<file path="src/rtl/add_sub_pkg.sv">
// Shared constants for the add_sub block: mode encoding for c0 and the
// default operand width.
package add_sub_pkg;

  localparam logic MODE_ADD = 1'b0;
  localparam logic MODE_SUB = 1'b1;

  localparam int DEFAULT_WIDTH = 4;

endpackage : add_sub_pkg

</file>
<file path="src/rtl/add_sub_full_adder.sv">
// One-bit full adder cell; add_sub chains WIDTH of these into a
// ripple-carry adder.
module full_adder (
  input  logic x,
  input  logic y,
  input  logic ci,
  output logic sum,
  output logic co
);

  assign sum = x ^ y ^ ci;
  assign co  = (x & y) | (ci & (x ^ y));

endmodule : full_adder

</file>
<file path="src/rtl/add_sub.sv">
// Registered two's-complement adder/subtractor. Subtraction is a + ~b + 1,
// so c0 both inverts b and feeds the carry-in of bit 0.
module add_sub
  import add_sub_pkg::*;
#(
  parameter int WIDTH = DEFAULT_WIDTH
) (
  input  logic             clk,
  input  logic             rst_n,
  input  logic [WIDTH-1:0] a,
  input  logic [WIDTH-1:0] b,
  input  logic             c0,
  input  logic             in_valid,
  output logic [WIDTH-1:0] s,
  output logic             ovf,
  output logic             cout,
  output logic             out_valid
);

  logic             sub_mode;
  logic [WIDTH-1:0] b_eff;
  logic [WIDTH-1:0] sum_comb;
  logic [WIDTH:0]   carry;
  logic             ovf_comb;

  assign sub_mode = (c0 == MODE_SUB);
  assign b_eff    = b ^ {WIDTH{sub_mode}};
  assign carry[0] = sub_mode;

  for (genvar i = 0; i < WIDTH; i++) begin : g_ripple
    full_adder u_fa (
      .x   (a[i]),
      .y   (b_eff[i]),
      .ci  (carry[i]),
      .sum (sum_comb[i]),
      .co  (carry[i+1])
    );
  end

  // Signed overflow: the carry into the sign bit disagrees with the carry out.
  assign ovf_comb = carry[WIDTH-1] ^ carry[WIDTH];

  // NOTE: sequential state uses non-blocking assignments so every register
  // samples pre-edge values regardless of statement order.
  always_ff @(posedge clk or negedge rst_n) begin
    if (!rst_n) begin
      out_valid <= 1'b0;
    end else begin
      out_valid <= in_valid;
    end
  end

  // Result registers load only on a valid cycle and otherwise hold.
  always_ff @(posedge clk or negedge rst_n) begin
    if (!rst_n) begin
      s    <= '0;
      ovf  <= 1'b0;
      cout <= 1'b0;
    end else if (in_valid) begin
      s    <= sum_comb;
      ovf  <= ovf_comb;
      cout <= carry[WIDTH];
    end
  end

endmodule : add_sub

</file>
<file path="config.mk">
export PLATFORM = sky130hd
export DESIGN_NAME = add_sub
export DESIGN_NICKNAME = d
export VERILOG_FILES = /design/src/rtl/add_sub_pkg.sv /design/src/rtl/add_sub_full_adder.sv /design/src/rtl/add_sub.sv
export SDC_FILE = /design/constraint.sdc
export NUM_CORES = 1
export LEC_CHECK = 0
export ABC_AREA = 1
export BUFFER_PORTS_ARGS = -buffer_cell sky130_fd_sc_hd__buf_4
export CORE_AREA = 2 2 39 41
export CTS_BUF_LIST = sky130_fd_sc_hd__clkbuf_16
export DETAILED_ROUTE_END_ITERATION = 7
export DIE_AREA = 0 0 41 43
export GPL_ROUTABILITY_DRIVEN = 1
export HOLD_SLACK_MARGIN = 0.03
export PLACE_DENSITY_LB_ADDON = 0.05
export SLEW_MARGIN = 20
export SYNTH_ARGS = -nofsm -noshare
export SYNTH_HDL_FRONTEND = slang
export SYNTH_SLANG_ARGS = --single-unit
export TNS_END_PERCENT = 1
</file>
<file path="constraint.sdc">
create_clock -name clk -period 0.8 [get_ports clk]
set_input_delay 0.16 -clock clk [delete_from_list [all_inputs] [get_ports clk]]
set_output_delay 0.16 -clock clk [all_outputs]
set_load 0.05 [all_outputs]
</file>
==> run_results.csv <==
group,metric,value,unit
logic_synthesis,ys_ff_latch,7,
final_layout,layout_common_cells,"nand2_1 (16), buf_6 (11), buf_4 (10), dfrtp_1 (7), inv_2 (5)",
logic_synthesis,ys.warnings.count,0,
worst_setup_path,critPathRequiredTime,0.97,ns
sta,setup_ws,-0.759,ns
worst_setup_path,reg2reg_slack,0.15,ns
hold_path,hold_path.class,"in2reg",
worst_setup_path,cpMaxStageDelayCell,"fa_2",
floorplanning,ioPinCount,19,
worst_setup_path,worstPathArrival,1.73,ns
logic_synthesis,avgSynthCellArea,9.09,µm²
cts,path_clk_slew,0.04,ns
logic_synthesis,yosys-top-cells-area,"dfrtp_1 (46%), nand2_1 (18%), fa_1 (16%)",
pwr,p_per_area,2670,mW/mm²
worst_setup_path,cp_num_buf_inv,3,
route,postRouteAntennaNets,0,
logic_synthesis,syn_area,382,µm²
pwr,leakagePower,0.369,nW
logic_synthesis,synth_mux_area_share,0,%
cts,h-tree-depth,1,
logic_synthesis,syn_inst,42,
run,cap_violations,0,
floorplanning,die_x,41,µm
logic_synthesis,ys_seq_area_share,45.9,%
sta,whs,0.0984,ns
cts,cts_tree,"yes",
global_routing,grt_max_degree,9,
final_layout,nNetsFinal,84,
global_routing,grt_pass1_wl,1420,µm
logic_synthesis,ys_types,11,
route,via_per_inst,4.18,
logic_synthesis,synth_compound_area_share,5.57,%
route,vias,351,
cts,cts_buffers,3,
logic_synthesis,yosys.area_share.adder,15.7,%
worst_setup_path,path_cells,"buf_6 > xor2_2 > fa_2 > inv_2 > fa_2 > inv_2 > fa_2 > nand2_2 > nand2_1",
place,post-dp-hpwl,609,µm
final_layout,num_antenna_cells,0,
place,place_congestion,0.619,
worst_setup_path,endpoint_kind,"flop",
cts,post-cts-setup-buffer-count,0,
global_routing,grt_overflow_total,0,
final_layout,final_common_cell,"nand2_1",
sta,finalCritPeriodShare,195,%
final_layout,layout-drive-gt1-share,54.4,%
sta,hold_violations,0,
sta,setup_viol,12,
cts,cts_root_buf,"clkbuf_16",
worst_setup_path,crit_family,"adder cells",
sta,slew_violations,0,
logic_synthesis,synthXorXnorAreaFrac,6.89,%
logic_synthesis,synth_top_area_cell,"dfrtp_1",
worst_setup_path,critPathMostFrequentCell,"fa_2",
hold_path,hp-start,"in_valid",
cts,clock_latency,0.23,ns
sta,relSlewSlack,86.1,%
logic_synthesis,synth_top_family_by_area,"simple AND/OR/NAND/NOR gates",
hold_path,min_to,"out_valid",
sta,finalCriticalPeriod,1.56,ns
route,totalWireLength,798,µm
cts,cts.sinks,7,
route,drt-initial-drc-count,8,
logic_synthesis,synth_top_area_share,45.9,%
worst_setup_path,critPathMaxFanout,2,
worst_setup_path,r2r_start,"cout",
final_layout,area_delta_synth_final,86.9,%
cts,clock_path_buffers,2,
hold_path,hold_depth,1,
logic_synthesis,synth_nets,57,
sta,fmax,0.642,GHz
floorplanning,num_rows,14,
sta,rsz0062_at_grt,"true",
logic_synthesis,synthSimpleGateAreaFrac,19.0,%
worst_setup_path,crit_type,"in2reg",
floorplanning,start_util,27.6,%
floorplanning,dieArea,0.00176,mm²
worst_setup_path,worstSetupStartpointType,"primary input",
place,portBuffers,18,
status,failed_checks,"negative setup slack",
worst_setup_path,slowest_delay,0.52,ns
final_layout,final_util,51.5,%
global_routing,antenna_found_initial,0,
worst_setup_path,worstRegToRegCells,2,
route,route.detailed.drc,0,
route,avgRoutedWirePerCell,9.50,µm
pwr,total_power,1.91,mW
global_routing,track_usage,12.2,%
final_layout,n_fill_cell,142,
global_routing,grt_pass1_vias,363,
floorplanning,coreArea,0.00138,mm²
sta,tightest_slew,0.206,ns
route,dr.pass1.iters,4,
floorplanning,die_h,43,µm
status,status,"finished, violations left",
pwr,vdd_drop_max,0.000726,V
worst_setup_path,r2r_end,"cout",
sta,setup_tns,-3.64,ns
sta,fin_skew,0,ns
==> metal layers <==
metal | track usage [%] | routed length [µm] | up-vias
met3 | 2.09 | 56 | 0
met5 | 0 | 0 | -
met2 | 17.5 | 433 | 13
li1 | - | - | 175
met1 | 15.1 | 308 | 163
met4 | 10.0 | 0 | 0
==> power breakdown <==
part,switching [mW],internal [mW]
combinational,0.364,0.255
clock,0.180,0.649
sequential,0.0431,0.416
==> timing repair <==
action / CTS / global route
pin swaps: 8 / 1
hold endpoints to repair: 7 / 0
resized for setup: 16 / 3
endpoints found under the setup margin: 12 / 12
hold buffers: 1 / 0
==> flip-flops by register name, summed over array words and instances, names as in the netlist <==
register / cells
cout: 1
out_valid: 1
s: 4
ovf: 1
==> final cells by class <==
class	instances	area, µm²	area share, %
multi-input combinational	28	204	28.6
sequential	7	175	24.6
clock inverter	1	3.75	0.526
clock buffer	3	75.1	10.5
inverter	7	26.3	3.68
tap	16	20.0	2.81
timing repair buffer	22	209	29.3
==> how the worst max path moves through the flow <==
stage,cells after the start,start,endpoint,slack [ns]
global route,11,b[1],ovf,-0.82
global placement,9,c0,s[3],-1.08
CTS,9,b[1],s[3],-0.80
finish,9,b[1],s[3],-0.76
floorplan,8,c0,s[3],-0.86
detailed placement,11,a[0],s[3],-1.08
==> synthesized netlist by cell type, drive strengths merged <==
cell type,number
xnor2,1
fa,3
o21ai,2
dfrtp,7
xor2,2
o21a,1
nand2,18
nand3,1
inv,7
==> cells by family after synthesis <==
family          count (synthesis)
compound gates                  3
xor+xnor                        3
fa+ha+maj                       3
buf+inv                         7
flops                           7
simple gates                   19
==> stage by stage <==
| step | area, µm² | cells | setup WS, ns |
|---|---|---|---|
| 2_1_floorplan | 387 | 42 | -0.864 |
| 3_3_place_gp | 564 | 79 | -1.08 |
| 3_5_place_dp | 564 | 79 | -1.08 |
| 4_1_cts | 703 | 84 | -0.797 |
| 5_1_grt | 713 | 84 | -0.820 |
| 6_report | 713 | 84 | -0.759 |
Power figures use the tool's default switching activity.
